[config.mk]
export PLATFORM = sky130hd
export DESIGN_NAME = edge_bmp_writer
export DESIGN_NICKNAME = d
export VERILOG_FILES = /design/src/rtl/edge_bmp_writer.sv
export SDC_FILE = /design/constraint.sdc
export NUM_CORES = 1
export LEC_CHECK = 0
export BUFFER_PORTS_ARGS = -buffer_cell sky130_fd_sc_hd__buf_2
export CAP_MARGIN = 20
export CORE_MARGIN = 2
export CORE_UTILIZATION = 35
export CTS_CLUSTER_DIAMETER = 120
export DETAILED_ROUTE_END_ITERATION = 7
export GPL_TIMING_DRIVEN = 0
export SKIP_LAST_GASP = 1
export SLEW_MARGIN = 0
export SYNTH_ARGS = -nofsm -noshare
export SYNTH_HDL_FRONTEND = slang
export SYNTH_SLANG_ARGS = --single-unit
[constraint.sdc]
create_clock -name clk -period 3.7 [get_ports clk]
set_clock_uncertainty 0.15 [all_clocks]
set_input_delay 0.37 -clock clk [delete_from_list [all_inputs] [get_ports clk]]
set_output_delay 0.37 -clock clk [all_outputs]
set_load 0.02 [all_outputs]
[src/rtl/edge_bmp_writer.sv]
`timescale 1ns/1ps
// edge_bmp_writer: serializes a 1-bpp edge bitmap as a BMP pixel array (optionally with a 62-byte header).
// Latency: start sampled at edge N -> busy after N, first byte valid after N+1; then 1 byte/cycle.
// Backpressure: out_valid/out_ready; out_data/out_last held while stalled, done pulses after the final transfer.
//
// Ports: clk, rst (sync, active-high), start, bitmap[WIDTH*DEPTH:0] (MSB unused),
//        out_data[7:0], out_valid, out_ready, out_last, busy, done.
// Optional feature: define BMP_HEADER_EN to prepend the monochrome BMP header (file + info + palette).

module edge_bmp_writer #(
    parameter int WIDTH = 8,
    parameter int DEPTH = 8
) (
    input  logic               clk,
    input  logic               rst,
    input  logic               start,
    input  logic [WIDTH*DEPTH:0] bitmap,
    output logic [7:0]         out_data,
    output logic               out_valid,
    input  logic               out_ready,
    output logic               out_last,
    output logic               busy,
    output logic               done
);

    localparam int NPIX      = WIDTH * DEPTH;
    localparam int ROW_BYTES = ((WIDTH + 31) / 32) * 4;
    localparam int PIX_BYTES = ROW_BYTES * DEPTH;
    localparam int CW        = (ROW_BYTES > 1) ? $clog2(ROW_BYTES) : 1;
    localparam int RW        = (DEPTH > 1) ? $clog2(DEPTH) : 1;
    localparam int IW        = (NPIX > 1) ? $clog2(NPIX) : 1;

    localparam logic [CW-1:0] COL_LAST = CW'(ROW_BYTES - 1);
    localparam logic [RW-1:0] ROW_TOP  = RW'(DEPTH - 1);

    typedef enum logic [1:0] {
        S_IDLE   = 2'd0,
        S_HEADER = 2'd1,
        S_PIXELS = 2'd2,
        S_DONE   = 2'd3
    } state_t;

    state_t          state_q;
    logic [NPIX-1:0] snap_q;
    logic [RW-1:0]   row_q;
    logic [CW-1:0]   col_q;
    logic [7:0]      out_data_q;
    logic            out_valid_q;
    logic            out_last_q;
    logic            busy_q;
    logic            done_q;

    // The top bit of the bitmap port carries no pixel.
    logic unused_bitmap_msb;
    assign unused_bitmap_msb = bitmap[NPIX];

    // One output byte of the pixel array: bit 7-j holds pixel X = 8*col + j of
    // image row `row`; columns past the image width are padding zeros.
    function automatic logic [7:0] pix_byte(input logic [RW-1:0] row,
                                            input logic [CW-1:0] col,
                                            input logic [NPIX-1:0] img);
        logic [7:0]    b;
        logic [IW-1:0] idx;
        logic          bitv;
        int            x;
        b = 8'h00;
        for (int j = 0; j < 8; j++) begin
            x    = int'(col) * 8 + j;
            bitv = 1'b0;
            if (x < WIDTH) begin
                idx  = IW'(int'(row) * WIDTH + x);
                bitv = img[idx];
            end
            b = {b[6:0], bitv};
        end
        return b;
    endfunction

`ifdef BMP_HEADER_EN
    localparam logic [31:0] FILE_SZ = 32'(62 + PIX_BYTES);
    localparam logic [31:0] IMG_SZ  = 32'(PIX_BYTES);
    localparam logic [31:0] W32     = 32'(WIDTH);
    localparam logic [31:0] H32     = 32'(DEPTH);
    localparam logic [5:0]  HDR_LAST = 6'd61;

    logic [5:0] hdr_q;

    // Header ROM; every byte not listed is zero. All fields little-endian,
    // height positive so the reader treats the pixel rows as bottom-up.
    function automatic logic [7:0] hdr_byte(input logic [5:0] i);
        logic [7:0] b;
        b = 8'h00;
        case (i)
            6'd0:  b = 8'h42;            // 'B'
            6'd1:  b = 8'h4D;            // 'M'
            6'd2:  b = FILE_SZ[7:0];
            6'd3:  b = FILE_SZ[15:8];
            6'd4:  b = FILE_SZ[23:16];
            6'd5:  b = FILE_SZ[31:24];
            6'd10: b = 8'd62;            // pixel data offset
            6'd14: b = 8'd40;            // info header size
            6'd18: b = W32[7:0];
            6'd19: b = W32[15:8];
            6'd20: b = W32[23:16];
            6'd21: b = W32[31:24];
            6'd22: b = H32[7:0];
            6'd23: b = H32[15:8];
            6'd24: b = H32[23:16];
            6'd25: b = H32[31:24];
            6'd26: b = 8'd1;             // planes
            6'd28: b = 8'd1;             // bits per pixel
            6'd34: b = IMG_SZ[7:0];
            6'd35: b = IMG_SZ[15:8];
            6'd36: b = IMG_SZ[23:16];
            6'd37: b = IMG_SZ[31:24];
            6'd38: b = 8'h13;            // 2835 pixels/metre
            6'd39: b = 8'h0B;
            6'd42: b = 8'h13;
            6'd43: b = 8'h0B;
            6'd46: b = 8'd2;             // colours used
            6'd58: b = 8'hFF;            // palette entry 1 = white
            6'd59: b = 8'hFF;
            6'd60: b = 8'hFF;
            default: b = 8'h00;
        endcase
        return b;
    endfunction
`endif

    // Position and contents of the byte to present next. Counters always hold
    // the position of the byte currently on out_data; when that byte is
    // accepted, the successor position is computed here and loaded directly.
    logic [RW-1:0] sel_row;
    logic [CW-1:0] sel_col;
    logic          sel_in_hdr;
    logic [7:0]    sel_byte;
    logic          sel_last;
`ifdef BMP_HEADER_EN
    logic [5:0]    sel_hdr;
`endif

    always_comb begin
        sel_row    = row_q;
        sel_col    = col_q;
`ifdef BMP_HEADER_EN
        sel_hdr    = hdr_q;
        sel_in_hdr = (state_q == S_HEADER);
        if (out_valid_q && (state_q == S_HEADER)) begin
            if (hdr_q == HDR_LAST) begin
                sel_in_hdr = 1'b0;
                sel_row    = ROW_TOP;
                sel_col    = '0;
            end else begin
                sel_hdr = hdr_q + 6'd1;
            end
        end else if (out_valid_q) begin
`else
        sel_in_hdr = 1'b0;
        if (out_valid_q) begin
`endif
            if (col_q == COL_LAST) begin
                sel_col = '0;
                sel_row = row_q - 1'b1;
            end else begin
                sel_col = col_q + 1'b1;
            end
        end
`ifdef BMP_HEADER_EN
        sel_byte = sel_in_hdr ? hdr_byte(sel_hdr) : pix_byte(sel_row, sel_col, snap_q);
`else
        sel_byte = pix_byte(sel_row, sel_col, snap_q);
`endif
        sel_last = !sel_in_hdr && (sel_row == '0) && (sel_col == COL_LAST);
    end

    always_ff @(posedge clk) begin
        if (rst) begin
            state_q     <= S_IDLE;
            snap_q      <= '0;
            row_q       <= '0;
            col_q       <= '0;
            out_data_q  <= 8'h00;
            out_valid_q <= 1'b0;
            out_last_q  <= 1'b0;
            busy_q      <= 1'b0;
            done_q      <= 1'b0;
`ifdef BMP_HEADER_EN
            hdr_q       <= '0;
`endif
        end else begin
            case (state_q)
                S_IDLE: begin
                    done_q <= 1'b0;
                    if (start) begin
                        snap_q <= bitmap[NPIX-1:0];
                        row_q  <= ROW_TOP;
                        col_q  <= '0;
                        busy_q <= 1'b1;
`ifdef BMP_HEADER_EN
                        hdr_q   <= '0;
                        state_q <= S_HEADER;
`else
                        state_q <= S_PIXELS;
`endif
                    end
                end
                S_HEADER, S_PIXELS: begin
                    // Load a new byte when the output register is empty or
                    // its byte is being accepted this edge.
                    if (!out_valid_q || out_ready) begin
                        if (out_valid_q && out_last_q) begin
                            out_data_q  <= 8'h00;
                            out_valid_q <= 1'b0;
                            out_last_q  <= 1'b0;
                            busy_q      <= 1'b0;
                            done_q      <= 1'b1;
                            state_q     <= S_DONE;
                        end else begin
                            out_data_q  <= sel_byte;
                            out_valid_q <= 1'b1;
                            out_last_q  <= sel_last;
                            row_q       <= sel_row;
                            col_q       <= sel_col;
`ifdef BMP_HEADER_EN
                            hdr_q       <= sel_hdr;
`endif
                            state_q     <= sel_in_hdr ? S_HEADER : S_PIXELS;
                        end
                    end
                end
                S_DONE: begin
                    done_q  <= 1'b0;
                    state_q <= S_IDLE;
                end
                default: state_q <= S_IDLE;
            endcase
        end
    end

    assign out_data  = out_data_q;
    assign out_valid = out_valid_q;
    assign out_last  = out_last_q;
    assign busy      = busy_q;
    assign done      = done_q;

endmodule

==> results of run 1 <==
==> final timing paths <==
path	start	to
setup / recovery	col_q[0]	out_data[2]
hold / removal	bitmap[36]	snap_q[36]
setup reg to reg	col_q[0]	out_data[2]
hold reg to reg	snap_q[39]	snap_q[39]
==> synthesized netlist by cell type, drive strengths merged, types with 3 or more instances <==
library cell / n / area share, %
clkbuf: 17 / 1.8
nor2: 7 / 0.71
a31oi: 10 / 1.7
dfxtp: 83 / 45
buf: 14 / 2.4
ha: 6 / 2.0
mux4: 16 / 9.8
nand2: 140 / 14
nand4: 18 / 3.1
nand2b: 3 / 0.51
inv: 7 / 0.71
a21oi: 69 / 9.4
==> sequential cells by signal, indices dropped and copies added, names as in the netlist <==
name / flops
out_valid: 1
out_last: 1
snap_q: 64
done: 1
out_data: 8
state_q: 2
row_q: 3
busy: 1
col_q: 2
==> worst register-to-register path, stage by stage (launching register included) <==
cell and delay [ns]:
dfxtp_1 0.37, ha_1 0.23, or3b_1 0.39, nand2_1 0.13
ha_1 0.17, inv_1 0.05, fa_1 0.48, clkbuf_2 0.22
buf_2 0.31, mux4_2 0.37, nand4_1 0.12, a31oi_1 0.09
==> where the power goes <==
part	switching, mW	internal [mW]
combinational	0.203	0.169
sequential	0.0327	0.945
clock	0.311	0.296
total	0.547	1.41
==> cell families after synthesis <==
group,count (synthesis),synth area share [%]
AOI/OAI and AO/OA,93,14.7
xor gates and xnor gates,4,1.77
adders and majority gates,7,2.58
buffers and inverters,38,4.86
DFF,83,45.1
muxes,18,10.7
and+or+nand+nor,178,20.3
==> layer usage <==
layer,up-vias,global-route usage [%],share of wire (%)
met4,0,6.22,1.3
met1,1510,22.6,45
li1,1645,-,-
met2,75,30.6,49
met5,-,0,0
met3,9,3.83,4.9
==> layout make-up <==
| type | count | area, um2 |
|---|---|---|
| well taps | 136 | 170 |
| clock buffers | 14 | 173 |
| inverters | 7 | 26.3 |
| fillers | 1069 | 5850 |
| flip-flops and latches | 83 | 1660 |
| multi-input cells | 300 | 1840 |
| plain buffers | 31 | 153 |
| repair buffers | 78 | 390 |
| clock inverters | 1 | 7.51 |
==> stage by stage <==
step,worst slack (ns),cell area (um2)
2_1_floorplan,0.847,3680
3_3_place_gp,0.542,4240
3_5_place_dp,0.536,4240
4_1_cts,0.486,4420
5_1_grt,0.333,4420
6_report,0.490,4420
==> out/metrics.csv, run 1 <==
stage,metric,value,unit
cts,TritonCTS clock tree,built,
setup_path,"Cell Chain, Critical Path",ha_1 -> or3b_1 -> nand2_1 -> ha_1 -> inv_1 -> fa_1 -> clkbuf_2 -> buf_2 -> mux4_2 -> nand4_1 -> a31oi_1,
cts,cts repair resizes,0,
drt,wire per inst,14.8,um
global_routing,largest net degree at the start of global routing,13,
placement,IO buf count,78,
global_routing,Overall Global Routing Usage,18.0,%
cts,CTS Root Cell,clkbuf_8,
global_routing,antenna violations before repair,0,
synth,register area share after synthesis,45.1,%
drt,Post-Route WL,9.61,mm
global_routing,via count of the first global-routing pass,3229,
drt,Remaining DRCs,0,
floorplan,# rows,37,
floorplan,initial core utilization,35.8,%
final_layout,final core utilization,43.0,%
power,LEAKAGE,1.77,nW
final_layout,area grow syn2layout,20.1,%
floorplan,x dimension of the die,107,um
cts,hold_buf cts,0,
drt,Antenna Nets Post-Route,0,
synth,post-synthesis cell type count,41,
setup_path,Setup CP Type,register to register,
final_layout,antenna diode count,0,
global_routing,global-route wire length before repair,15.6,mm
placement,hpwl dp,7.30,mm
cts,"Clk Latency, worst-skew pair",0.36,ns
placement,GP Congestion,0.815,
setup_path,critical-path cell with the highest stage delay,fa_1,
setup_path,CP peak stage delay,0.48,ns
sta,setup TNS,0,ns
sta,Final Cycle Share,86.8,%
setup_path,Critical Path Fanout Max,10,
synth,Post-Synthesis Cells,421,
synth,YS warnings,0,
cts,clock slew at reported path FFs,0.08,ns
setup_path,endpoint class of the critical path,register,
setup_path,path length in cells of the critical path,11,
sta,max-slew violations,0,
setup_path,worst path bufs/invs,3,
synth,Post-synth EDFFs,0,
synth,Post-synth ARST share,0,%
global_routing,Overflow after GRT,0,
drt,DRT Pass-1 Iters,4,
sta,"Hold Violations, Final",0,
synth,Mapped Area,3680,um2
power,VDD IR-drop max,0.149,mV
min_path,cell depth of the worst hold path,3,
setup_path,CP Data Required Time,3.77,ns
drt,vias per cell,4.98,
power,PwrDens,442,nW/um2
placement,Inst Count DP,635,
setup_path,"Top cell by count, worst path",ha_1,
final_layout,share of layout cells above drive strength 1,24.5,%
final_layout,NumNets Final,586,
cts,Setup Buffers After CTS,0,
drt,via count,3239,
floorplan,chip height,107,um
synth,Syn Nets,497,
cts,Bufs on Longest Clock Path,2,
final_layout,Finished Layout Cells,650,
synth,"FF+latch count, synth",83,
power,total power,1.96,mW
sta,Worst Tran Pin Value,0.586,ns
sta,crit path time final,3.21,ns
sta,Rel. slew slack,60.9,%
setup_path,Critical Path AT,3.28,ns
floorplan,I/O Pins,81,
setup_path,crit start category,register,
drt,drt first-iter violations,163,
cts,H-tree depth,3,
sta,final setup fails,0,
status,outcome,"finished, final reports clean",
final_layout,"commonest cells after routing, fill and taps aside","nand2_1 (140), buf_2 (85), dfxtp_1 (83)",
sta,FMAX,312,MHz
job,max_cap viols,0,
setup_path,register-to-register setup slack,0.49,ns
setup_path,FF-to-FF path depth,11,
final_layout,"most common cell after layout, fill and taps aside",nand2_1,
setup_path,Top delay family on crit path,adder cells,
sta,RSZ-0062 raised after global routing,false,
synth,Main synth FF type,dfxtp_1,
sta,hold_ws,0.0868,ns
cts,TritonCTS buffer count,9,
floorplan,core area,10300,um2
synth,syn avg cell area,8.75,um2
min_path,Hold Path Class,input port to register,
cts,CTS sink count,83,
floorplan,die area,11400,um2
Power figures use the tool's default switching activity.
==> inputs of run 2 (changes only) <==
--- a/config.mk
+++ b/config.mk
@@ -12,6 +12,7 @@
 export CTS_CLUSTER_DIAMETER = 120
 export DETAILED_ROUTE_END_ITERATION = 7
 export GPL_TIMING_DRIVEN = 0
+export RECOVER_POWER = 25
 export SKIP_LAST_GASP = 1
 export SLEW_MARGIN = 0
 export SYNTH_ARGS = -nofsm -noshare
==> out/metrics.csv, run 2 (synthesized netlist as in run 1, its figures left out) <==
stage,metric,value,unit
status,outcome,"finished, final reports clean",
cts,"Clk Latency, worst-skew pair",0.37,ns
final_layout,Top reg by flops,snap_q,
setup_path,Worst R2R Start,col_q[0],
final_layout,NumNets Final,586,
min_path,hold wc startpoint,bitmap[36],
power,Internal,1.41,mW
final_layout,"most common cell after layout, fill and taps aside",nand2_1,
global_routing,Overall Global Routing Usage,18.0,%
setup_path,"Cell Chain, Critical Path",ha_1 -> or3b_1 -> nand2_1 -> ha_1 -> inv_1 -> fa_1 -> clkbuf_2 -> buf_2 -> mux4_2 -> nand4_1 -> a31oi_1,
final_layout,"commonest cells after routing, fill and taps aside","nand2_1 (140), dfxtp_1 (83), buf_2 (71)",
sta,Final Cycle Share,86.6,%
final_layout,max FFs per register,64,
floorplan,initial core utilization,35.8,%
sta,RSZ-0062 raised after global routing,false,
power,Psw,0.547,mW
setup_path,critical-path cell with the highest stage delay,fa_1,
cts,TritonCTS buffer count,9,
drt,Antenna Nets Post-Route,0,
job,max_cap viols,0,
floorplan,I/O Pins,81,
placement,GP Congestion,0.815,
global_routing,global-route wire length before repair,15.6,mm
cts,CTS Root Cell,clkbuf_8,
sta,max-slew violations,0,
sta,Worst Tran Pin Value,1.17,ns
sta,final setup fails,0,
final_layout,area grow syn2layout,19.5,%
sta,"Hold Violations, Final",0,
power,share of total power in combinational logic,18.9,%
cts,H-tree depth,3,
sta,FMAX,312,MHz
setup_path,Critical Path Fanout Max,10,
power,PwrDens,444,nW/um2
global_routing,Overflow after GRT,0,
floorplan,die area,11400,um2
drt,via count,3219,
min_path,Hold Path Class,input port to register,
setup_path,crit start category,register,
drt,DRT Pass-1 Iters,4,
sta,Rel. slew slack,21.3,%
cts,CTS sink count,83,
final_layout,share of layout cells above drive strength 1,21.6,%
setup_path,Setup CP Type,register to register,
setup_path,endpoint class of the critical path,register,
placement,Inst Count DP,635,
global_routing,antenna violations before repair,0,
cts,hold_buf cts,0,
cts,Setup Buffers After CTS,0,
drt,drt first-iter violations,200,
power,switching part of the total power,28.0,%
power,clock share of power,31.1,%
final_layout,Finished Layout Cells,650,
floorplan,core area,10300,um2
cts,TritonCTS clock tree,built,
floorplan,chip height,107,um
power,Seq pwr share,50.0,%
power,total power,1.95,mW
drt,Post-Route WL,9.60,mm
cts,clock slew at reported path FFs,0.08,ns
setup_path,Worst Setup SP,col_q[0],
floorplan,x dimension of the die,107,um
power,VDD IR-drop max,0.149,mV
drt,wire per inst,14.8,um
power,LEAKAGE,1.71,nW
setup_path,Critical Path AT,3.28,ns
cts,cts repair resizes,0,
final_layout,antenna diode count,0,
setup_path,CP peak stage delay,0.48,ns
setup_path,"Top cell by count, worst path",ha_1,
placement,IO buf count,78,
cts,Bufs on Longest Clock Path,2,
global_routing,via count of the first global-routing pass,3229,
floorplan,# rows,37,
placement,hpwl dp,7.30,mm
setup_path,CP Data Required Time,3.78,ns
drt,vias per cell,4.95,
global_routing,largest net degree at the start of global routing,13,
sta,crit path time final,3.20,ns
sta,setup TNS,0,ns
drt,Remaining DRCs,0,
run 2: cell types whose count changed in the layout (fill, tap and decap cells not counted), sizes merged:
| cell | delta |
|---|---|
| buf | -14 |
| clkbuf | +14 |
run 2: layout make-up:
class | count | area [um2]
Tap cell | 136 | 170
Fill cell | 1081 | 5870
Sequential cell | 83 | 1660
Buffer | 31 | 150
Inverter | 7 | 26.3
Multi-Input combinational cell | 300 | 1840
Clock buffer | 14 | 173
Clock inverter | 1 | 7.51
Timing Repair Buffer | 78 | 375
run 2: critical path: cells and delay by family (launching register included):
family,cells,cell delay (ns)
buf+inv,3,0.57
flops,1,0.37
fa+ha+maj,3,0.88
compound gates,1,0.08
simple gates,3,0.64
mux,1,0.37
run 2: final timing paths:
check	depth (start not counted)	end	slack [ns]
worst max register to register	11	out_data[2]	0.50
worst min-delay path	3	snap_q[36]	0.08
worst max-delay path	11	out_data[2]	0.50
worst min register to register	2	snap_q[14]	0.31
run 2: power by group through the flow:
stage          clock [mW]  combinational, mW  sequential (mW)
5_1_grt             0.661              0.412            0.984
4_1_cts             0.621              0.378            0.977
6_report            0.608              0.369            0.978
2_1_floorplan           0              0.261            0.994
3_3_place_gp            0              0.371            0.996
3_5_place_dp            0              0.377            0.998
run 2: per-layer routing:
layer	global-route usage (%)	routed length [um]	vias to the layer above
li1	-	-	1641
met1	22.6	4170	1479
met2	30.6	4660	86
met3	3.83	600	13
met4	6.22	165	0
met5	0	0	-
run 2: through the flow:
step	util, %	cell area (um2)	hold WS [ns]	worst slack [ns]
5_1_grt	42.8	4400	0.0893	0.333
2_1_floorplan	-	3680	0.283	0.847
4_1_cts	43.0	4420	0.0810	0.486
3_5_place_dp	41.3	4240	0.295	0.536
3_3_place_gp	41.3	4240	0.290	0.542
6_report	42.8	4400	0.0829	0.497
